<file path="src/rtl/i2c_master_pkg.sv">
// i2c_master_pkg: shared FSM state type and framing constants
// for the single-master I2C initiator.
package i2c_master_pkg;

  typedef enum logic [3:0] {
    IDLE,
    START,
    ADDR,
    ADDR_ACK,
    WRITE,
    WRITE_ACK,
    READ,
    READ_ACK,
    STOP
  } state_t;

  localparam logic [1:0] Q0 = 2'd0;
  localparam logic [1:0] Q1 = 2'd1;
  localparam logic [1:0] Q2 = 2'd2;
  localparam logic [1:0] Q3 = 2'd3;

  localparam int START_QTRS = 2;
  localparam int STOP_QTRS  = 3;
  localparam int BYTE_SLOTS = 9;

  localparam logic [2:0] LAST_BIT = 3'(BYTE_SLOTS - 2);

endpackage

</file>
<file path="src/rtl/scl_tick_gen.sv">
// scl_tick_gen: SCL quarter-period counter; holds at zero while
// the bus clock is being stretched.
module scl_tick_gen #(
  parameter int CLK_DIV = 25
) (
  input  logic clk,
  input  logic rst,
  input  logic clear,
  input  logic run,
  input  logic hold,
  output logic tick
);

  localparam int CW = $clog2(CLK_DIV);
  localparam logic [CW-1:0] LAST = CW'(CLK_DIV - 1);

  logic [CW-1:0] cnt;

  always_ff @(posedge clk) begin
    if (rst || clear || !run)
      cnt <= '0;
    else if (hold && cnt == '0)
      cnt <= cnt;
    else if (cnt == LAST)
      cnt <= '0;
    else
      cnt <= cnt + CW'(1);
  end

  assign tick = run && (cnt == LAST);

endmodule

</file>
<file path="src/rtl/i2c_master.sv">
// i2c_master: single-master I2C initiator; one-byte writes and
// 1..4 byte reads, open-drain style SCL/SDA outputs.
module i2c_master
  import i2c_master_pkg::*;
#(
  parameter int CLK_DIV = 25
) (
  input  logic       clk,
  input  logic       rst,
  input  logic       start,
  input  logic       rw,
  input  logic [6:0] addr,
  input  logic [7:0] wr_byte,
  input  logic [1:0] rd_len,
  input  logic       scl_in,
  input  logic       sda_in,
  output logic       scl_out,
  output logic       sda_out,
  output logic       busy,
  output logic       done,
  output logic       ack_err,
  output logic [7:0] rd_data,
  output logic       rd_valid
);

  state_t     state, state_d;
  logic [1:0] qtr, q_last;
  logic [2:0] bit_cnt;
  logic [1:0] byte_cnt, len_q;
  logic [7:0] tx_sh, rx_sh, wr_q;
  logic       rw_q;
  logic       tick, accept, in_slot;
  logic       hold, q_end, sample, last_byte;

  assign accept    = start && !busy;
  assign in_slot   = state inside {ADDR, ADDR_ACK, WRITE,
                                   WRITE_ACK, READ, READ_ACK};
  assign hold      = in_slot && qtr == Q2 && !scl_in;
  assign sample    = tick && in_slot && qtr == Q2;
  assign last_byte = byte_cnt == len_q;

  scl_tick_gen #(.CLK_DIV(CLK_DIV)) u_tick (
    .clk  (clk),
    .rst  (rst),
    .clear(accept),
    .run  (busy),
    .hold (hold),
    .tick (tick)
  );

  always_comb begin
    q_last = Q3;
    unique case (state)
      START:   q_last = 2'(START_QTRS - 1);
      STOP:    q_last = 2'(STOP_QTRS - 1);
      default: q_last = Q3;
    endcase
  end

  assign q_end = tick && qtr == q_last;

  always_comb begin
    state_d = state;
    scl_out = 1'b1;
    sda_out = 1'b1;
    unique case (state)
      IDLE: if (accept) state_d = START;
      START: begin
        sda_out = (qtr != Q1);
        if (q_end) state_d = ADDR;
      end
      ADDR, WRITE: begin
        scl_out = qtr[1];
        sda_out = tx_sh[7];
        if (q_end && bit_cnt == LAST_BIT)
          state_d = (state == ADDR) ? ADDR_ACK : WRITE_ACK;
      end
      ADDR_ACK: begin
        scl_out = qtr[1];
        // ack_err was captured at the Q2 sample of this slot
        if (q_end)
          state_d = ack_err ? STOP : (rw_q ? READ : WRITE);
      end
      WRITE_ACK: begin
        scl_out = qtr[1];
        if (q_end) state_d = STOP;
      end
      READ: begin
        scl_out = qtr[1];
        if (q_end && bit_cnt == LAST_BIT) state_d = READ_ACK;
      end
      READ_ACK: begin
        scl_out = qtr[1];
        sda_out = last_byte;
        if (q_end) state_d = last_byte ? STOP : READ;
      end
      STOP: begin
        scl_out = (qtr != Q0);
        sda_out = (qtr == Q2);
        if (q_end) state_d = IDLE;
      end
      default: state_d = IDLE;
    endcase
  end

  always_ff @(posedge clk) begin
    if (rst) begin
      state    <= IDLE;
      qtr      <= Q0;
      bit_cnt  <= '0;
      byte_cnt <= '0;
      len_q    <= '0;
      tx_sh    <= '0;
      rx_sh    <= '0;
      wr_q     <= '0;
      rw_q     <= 1'b0;
      busy     <= 1'b0;
      done     <= 1'b0;
      ack_err  <= 1'b0;
      rd_data  <= '0;
      rd_valid <= 1'b0;
    end else begin
      state    <= state_d;
      done     <= 1'b0;
      rd_valid <= 1'b0;
      if (accept) begin
        busy     <= 1'b1;
        ack_err  <= 1'b0;
        qtr      <= Q0;
        bit_cnt  <= '0;
        byte_cnt <= '0;
        rw_q     <= rw;
        len_q    <= rd_len;
        wr_q     <= wr_byte;
        tx_sh    <= {addr, rw};
      end else if (tick) begin
        qtr <= q_end ? Q0 : qtr + 2'd1;
        if (sample) begin
          if ((state == ADDR_ACK || state == WRITE_ACK) && sda_in)
            ack_err <= 1'b1;
          if (state == READ) begin
            rx_sh <= {rx_sh[6:0], sda_in};
            if (bit_cnt == LAST_BIT) begin
              rd_data  <= {rx_sh[6:0], sda_in};
              rd_valid <= 1'b1;
            end
          end
        end
        if (q_end) begin
          // bit_cnt wraps 7 -> 0, ready for the next byte
          if (state inside {ADDR, WRITE, READ})
            bit_cnt <= bit_cnt + 3'd1;
          if (state inside {ADDR, WRITE})
            tx_sh <= {tx_sh[6:0], 1'b0};
          if (state == ADDR_ACK)
            tx_sh <= wr_q;
          if (state == READ_ACK)
            byte_cnt <= byte_cnt + 2'd1;
          if (state == STOP) begin
            busy <= 1'b0;
            done <= 1'b1;
          end
        end
      end
    end
  end

endmodule

</file>
<file path="config.mk">
export PLATFORM = sky130hd
export DESIGN_NAME = i2c_master
export DESIGN_NICKNAME = d
export VERILOG_FILES = /design/src/rtl/i2c_master_pkg.sv /design/src/rtl/scl_tick_gen.sv /design/src/rtl/i2c_master.sv
export SDC_FILE = /design/constraint.sdc
export NUM_CORES = 1
export LEC_CHECK = 0
export BUFFER_PORTS_ARGS = -buffer_cell sky130_fd_sc_hd__buf_2
export CORE_UTILIZATION = 35
export DETAILED_ROUTE_END_ITERATION = 10
export SYNTH_ARGS = -nofsm -noshare
export SYNTH_HDL_FRONTEND = slang
export SYNTH_SLANG_ARGS = --single-unit
export TNS_END_PERCENT = 1
</file>
<file path="constraint.sdc">
create_clock -name clk -period 2.3 [get_ports clk]
set_input_delay 0.115 -clock clk [delete_from_list [all_inputs] [get_ports clk]]
set_output_delay 0.115 -clock clk [all_outputs]
set_load 0.03 [all_outputs]
</file>
==> summary.txt, run 1 <==
Outcome -> completed
Synth Flop Type -> dfxtp_1
RSZ-0062 raised after global routing -> no
Post-route cell area -> 3090 um2
Net Switching -> 751 uW
Vias in the first global route -> 2,041
Synthesized area -> 2680 um2
Slowest stage delay, CP -> 0.51 ns
DP HPWL -> 4.23 mm
Critical Path AT -> 2.40 ns
Initial antenna violation count -> 0
Maximum vdd drop -> 0.263 mV
Sequential area share after synthesis -> 0.403
Sw Ratio -> 0.343
Share of total power in sequential cells -> 0.475
Drt drc -> 0
Finished Core Util -> 0.421
Port buffer count -> 36
Syn avg cell area -> 8.59 um2
Cell mode on critical path -> or4_1
Critical-path top delay cell -> or4_1
Leak -> 1.32 nW
Clk pin slew, worst setup/hold paths -> 0.10 ns
Worst-Skew Late Latency -> 0.31 ns
Gr ovfl total -> 0
CTS sink count -> 54
Post-layout min period -> 2.16 ns
First-pass GRT wire length -> 9.65 mm
Pint -> 1.44 mW
Combinational share of power -> 0.278
CTS tree -> built
CP Buf/Inv Count -> 1
Pins Over Slew Limit -> 0
Critical path data required time -> 2.54 ns
NumNets Final -> 377
DRT iter0 DRCs -> 152
Crit Path Max Fanout -> 9
Setup_tns -> 0 ns
Layout cells sized above 1 -> 0.187
Die width -> 89.5 um
WL final -> 5.84 mm
FP Rows -> 31
Hold buffers post-CTS -> 0
Clock power share -> 0.247
Largest net degree at the start of global routing -> 42
Die H -> 89.5 um
Number of hold violations in the final report -> 0
Initial Util -> 0.366
Syn_nets -> 342
Clk root buf -> clkbuf_8
H-tree depth -> 2
Placed cell area -> 2990 um2
Clock Skew -> 0.00812 ns
Tcrit/Tclk final -> 0.939
Synth cell types -> 47
PwrDens -> 710 nW/um2
DR vias/cell -> 5.07
GRT Overall Usage -> 0.157
Post-synth EDFFs -> 0
Synth Register Bits -> 54
Setup bufs post-CTS -> 0
Max clock buf depth -> 2
Hold Worst Slack -> 0.0270 ns
Wire length per cell -> 13.1 um
Hold Crit Class -> in2reg
Routed vias -> 2,263
Post-Synthesis Cells -> 312
CORE AREA -> 7330 um2
Async S/R FF share, synth -> 0
TritonRoute pass-1 iters -> 4
IO Pins -> 37
Gp weighted congestion -> 0.823
Crit. End Element -> flip-flop
CP Cell Sequence -> buf_4 > or4_1 > a21o_1 > a31o_1 > or4_1 > a21oi_1
Slew at the pin with the worst max-slew slack -> 0.929 ns
Max cap viols -> 0
Relative slew margins -> 0.379
Layout area overhead -> 15.2%
# setup viols final -> 0
Inserted Clock Buffers -> 5
Critical path's top delay family -> simple AND/OR/NAND/NOR gates
Post-route ant nets -> 0
Power Total -> 2.19 mW
Fmax -> 0.463 GHz
Yosys warns -> 0
Inserted Diodes -> 0
Critical path startpoint category -> flip-flop
Die area -> 8010 um2
Critical path type -> reg2reg
## cells in the mapped netlist, types with 2 or more instances
cell type | n | area, um2
nand2b_1 | 15 | 93.8
a21o_1 | 2 | 15.0
xor2_1 | 4 | 35.0
inv_1 | 5 | 18.8
nor2_1 | 42 | 158
a21oi_1 | 25 | 125
a211o_1 | 7 | 61.3
a31oi_1 | 5 | 31.3
o21ai_0 | 7 | 35.0
nor3_1 | 4 | 20.0
nand2_1 | 33 | 124
nand3_1 | 5 | 25.0
nand4_1 | 5 | 31.3
clkbuf_1 | 16 | 60.1
xnor2_1 | 5 | 43.8
or4_1 | 2 | 15.0
or2_2 | 2 | 12.5
dfxtp_1 | 54 | 1080
mux2i_1 | 35 | 350
ha_1 | 7 | 87.6
nor2b_1 | 4 | 25.0
buf_2 | 2 | 10.0
nand3b_1 | 2 | 15.0
## state kept, by name, indices dropped and copies added, names as in the netlist
register	count
busy	1
rw_q	1
tx_sh	8
u_tick.cnt	5
qtr	2
rd_data	8
rx_sh	7
state	4
wr_q	8
bit_cnt	3
ack_err	1
len_q	2
rd_valid	1
byte_cnt	2
done	1
## worst paths after layout
kind / from / endpoint / slack, ns / depth (start not counted)
setup / recovery: qtr[0]$_SDFFE_PP0N_ / byte_cnt[0]$_SDFFE_PP0P_ / 0.14 / 6
hold / removal: wr_byte[3] / wr_q[3]$_SDFFE_PP0P_ / 0.03 / 3
setup reg to reg: qtr[0]$_SDFFE_PP0N_ / byte_cnt[0]$_SDFFE_PP0P_ / 0.14 / 6
hold reg to reg: wr_q[2]$_SDFFE_PP0P_ / wr_q[2]$_SDFFE_PP0P_ / 0.46 / 2
## worst min-delay path, cell delays in order
cell,delay (ns)
buf_2,0.09
nand2_1,0.05
a21oi_1,0.05
## cell families (layout without fill, tap and decap cells)
kind of cell / count (synthesis) / in the layout / synth area share
AND/OR/NAND/NOR: 122 / 122 / 0.219
buffers and inverters: 25 / 60 / 0.0387
XOR/XNOR: 9 / 9 / 0.0294
flip-flops: 54 / 54 / 0.403
AO/OA/AOI/OAI: 60 / 60 / 0.146
multiplexers: 35 / 35 / 0.131
adder cells (fa/ha/maj): 7 / 7 / 0.0327
## power by group through the flow
stage	sequential, mW	combinational [mW]	clock, mW
after detailed placement	1.06	0.600	0
after CTS	1.04	0.603	0.561
after floorplan	1.02	0.481	0
after global routing	1.05	0.664	0.606
after global placement	1.06	0.599	0
final	1.04	0.608	0.542
## metal layers
metal  routed length, um  GRT usage
met5                   0          0
met4                  91     0.0491
met3                 203     0.0332
met2                2650      0.238
met1                2890      0.222
## placed cells by master (no fill, tap or decap), types with 4 or more instances in the layout
master / count
a21oi_1: 25
buf_2: 36
mux2i_1: 35
o21ai_0: 7
clkbuf_8: 5
ha_1: 7
nand2b_1: 15
buf_4: 12
inv_1: 5
dfxtp_1: 52
nand2_1: 33
nor2_1: 42
a31oi_1: 5
nor2b_1: 4
nand4_1: 5
nand3_1: 5
xor2_1: 4
a211o_1: 7
nor3_1: 4
xnor2_1: 5
## area by class of cell
class,count,area (um2)
timing repair buffer,48,270
clock buffer,5,68.8
fill,740,4240
inverter,5,18.8
sequential,54,1080
clock inverter,2,17.5
tap,99,124
multi-input combinational,233,1510
## repair_timing
action / in CTS / in global routing
resized for setup: 0 / 3
hold endpoints to repair: 0 / 0
endpoints found under the setup margin: 0 / 2
## through the flow
step                      setup slack [ns]  cells
after CTS                            0.145    446
after floorplan                      0.211    312
final                                0.141    446
after global placement               0.227    439
after detailed placement             0.165    439
after global routing                0.0498    446
(Power assumes the default switching activity.)
==> run 2, diff against run 1 <==
Settings changed: SETUP_SLACK_MARGIN set to 0.2.
==> summary.txt, run 2 (synthesized netlist as in run 1, its figures left out) <==
Inserted Clock Buffers -> 5 (unchanged)
Clock Skew -> 0.00781 ns (-0.000313 ns)
Multi-input logic area -> 1570 um2 (+4.1%)
Placed Cells -> 439 (unchanged)
Critical path type -> reg2reg
CP Buf/Inv Count -> 1 (unchanged)
WL final -> 6.11 mm (+4.7%)
Power Total -> 2.23 mW (+1.8%)
Worst reg2reg path depth -> 6 (unchanged)
Worst-Skew Late Latency -> 0.31 ns (about the same)
Post-route ant nets -> 0 (unchanged)
Number of hold violations in the final report -> 0 (unchanged)
Maximum vdd drop -> 0.271 mV (+3.2%)
Hold Crit Class -> in2reg
Critical path's top delay family -> simple AND/OR/NAND/NOR gates
Layout area overhead -> 20.9%
Initial antenna violation count -> 0 (unchanged)
Gp weighted congestion -> 0.823 (unchanged)
Pint -> 1.46 mW (+1.3%)
Port buffer count -> 36 (unchanged)
Max cap viols -> 0 (unchanged)
Net Switching -> 772 uW (+2.8%)
FP Rows -> 31 (unchanged)
First-pass GRT wire length -> 9.72 mm (+0.72%)
Fill cells -> 720 (-2.7%)
Clk root buf -> clkbuf_8
Critical path data required time -> 2.54 ns (about the same)
Layout cells sized above 1 -> 0.237 (+0.0501)
Outcome -> completed
Initial Util -> 0.366 (unchanged)
CP Launch Point -> qtr[0]$_SDFFE_PP0N_
Share of total power in sequential cells -> 0.469 (-0.006)
Finished Layout Cells -> 457 (+2.5%)
Leak -> 1.39 nW (+5.6%)
Drt drc -> 0 (unchanged)
Most common cell after layout, fill and taps aside -> dfxtp_1
HP Start -> wr_byte[3]
Setup_tns -> 0 ns (unchanged)
Gr ovfl total -> 0 (unchanged)
Sw Ratio -> 0.346 (+0.00328)
Pins Over Slew Limit -> 0 (unchanged)
CP Cell Sequence -> buf_6 > or4_4 > a21o_4 > a31o_4 > or4_1 > a21oi_1
Combinational share of power -> 0.288 (+0.010)
Post-route cell area -> 3240 um2 (+4.9%)
Clock power share -> 0.243 (-0.004)
CP Depth -> 6 (unchanged)
Slowest stage delay, CP -> 0.47 ns (-0.04 ns)
H-tree depth -> 2 (unchanged)
Inserted Diodes -> 0 (unchanged)
# setup viols final -> 0 (unchanged)
GRT Overall Usage -> 0.158 (+0.00117)
NumNets Final -> 388 (+2.9%)
PwrDens -> 688 nW/um2 (-3.0%)
Die width -> 89.5 um (unchanged)
Biggest regs -> rd_data: 8 flops, tx_sh: 8 flops, wr_q: 8 flops
Vias in the first global route -> 2,042 (+0.049%)
Reg area -> 1090 um2 (+0.46%)
Finished Core Util -> 0.442 (+0.0208)
Crit. End Element -> flip-flop
Critical-path top delay cell -> or4_4
Wire length per cell -> 13.4 um (+2.1%)
Routed vias -> 2,323 (+2.7%)
TritonRoute pass-1 iters -> 4 (unchanged)
DR vias/cell -> 5.08 (+0.18%)
Worst R2R Start -> qtr[0]$_SDFFE_PP0N_
CTS sink count -> 54 (unchanged)
DP HPWL -> 4.23 mm (unchanged)
Post-layout min period -> 2.12 ns (-0.0422 ns)
Worst hold stages -> 3 (unchanged)
Critical path startpoint category -> flip-flop
Largest net degree at the start of global routing -> 42 (unchanged)
IO Pins -> 37 (unchanged)
Die area -> 8010 um2 (unchanged)
Die H -> 89.5 um (unchanged)
Max clock buf depth -> 2 (unchanged)
Clk pin slew, worst setup/hold paths -> 0.10 ns (about the same)
Critical Path AT -> 2.35 ns (-0.05 ns)
DRT iter0 DRCs -> 184 (+21%)
CTS tree -> built
Crit Path Max Fanout -> 6 (-3)
Most frequent cells in the layout -> dfxtp_1 (50), nor2_1 (42), buf_2 (36)
RSZ-0062 raised after global routing -> yes
Slew at the pin with the worst max-slew slack -> 0.993 ns (+0.0642 ns)
Tcrit/Tclk final -> 0.920 (-0.0184)
Fmax -> 0.472 GHz (+2.0%)
Relative slew margins -> 0.337 (-0.0429)
CORE AREA -> 7330 um2 (unchanged)
Placed cell area -> 2990 um2 (unchanged)
## run 2: final timing paths
path / slack [ns] / to
max: 0.18 / byte_cnt[0]$_SDFFE_PP0P_
min: 0.03 / wr_q[3]$_SDFFE_PP0P_
max reg2reg: 0.18 / byte_cnt[0]$_SDFFE_PP0P_
min reg2reg: 0.46 / wr_q[2]$_SDFFE_PP0P_
## run 2: worst reg2reg max path: stages (launching register included)
cell and delay, ns:
dfxtp_2 0.35, buf_6 0.12, or4_4 0.47, a21o_4 0.24, a31o_4 0.26, or4_1 0.47
a21oi_1 0.13
## run 2: routing by layer
| metal | part of all wire | track usage | vias to the layer above |
|---|---|---|---|
| met5 | 0 | 0 | - |
| met4 | 0.015 | 0.0491 | 0 |
| met3 | 0.032 | 0.0332 | 8 |
| met2 | 0.46 | 0.239 | 35 |
| met1 | 0.49 | 0.224 | 1103 |
| li1 | - | - | 1177 |
## run 2: metrics by stage
stage	hold WS, ns	setup WS (ns)
5_1_grt	0.0188	0.136
3_5_place_dp	0.365	0.165
3_3_place_gp	0.357	0.227
2_1_floorplan	0.251	0.211
4_1_cts	0.0237	0.174
6_report	0.0266	0.183
## run 2: power groups by stage
stage	registers [mW]	clock network (mW)	logic, mW
final	1.05	0.542	0.642
after detailed placement	1.06	0	0.600
after CTS	1.04	0.561	0.607
after floorplan	1.02	0	0.481
after global placement	1.06	0	0.599
after global routing	1.05	0.606	0.700
## run 2: repair_timing
| item | 4_1_cts | 5_1_grt |
|---|---|---|
| pin swaps | 1 | 9 |
| setup endpoints to repair | 6 | 17 |
| setup buffers | 0 | 11 |
| hold buffers | 0 | 0 |
| resized for setup | 1 | 16 |
| endpoints found under the hold margin | 0 | 0 |
## run 2: cell type report
type | count | share of cell area
Inverter | 5 | 0.00579
Multi-Input combinational cell | 233 | 0.483
Tap cell | 99 | 0.0382
Clock buffer | 5 | 0.0212
Clock inverter | 2 | 0.00541
Timing Repair Buffer | 59 | 0.110
Sequential cell | 54 | 0.336
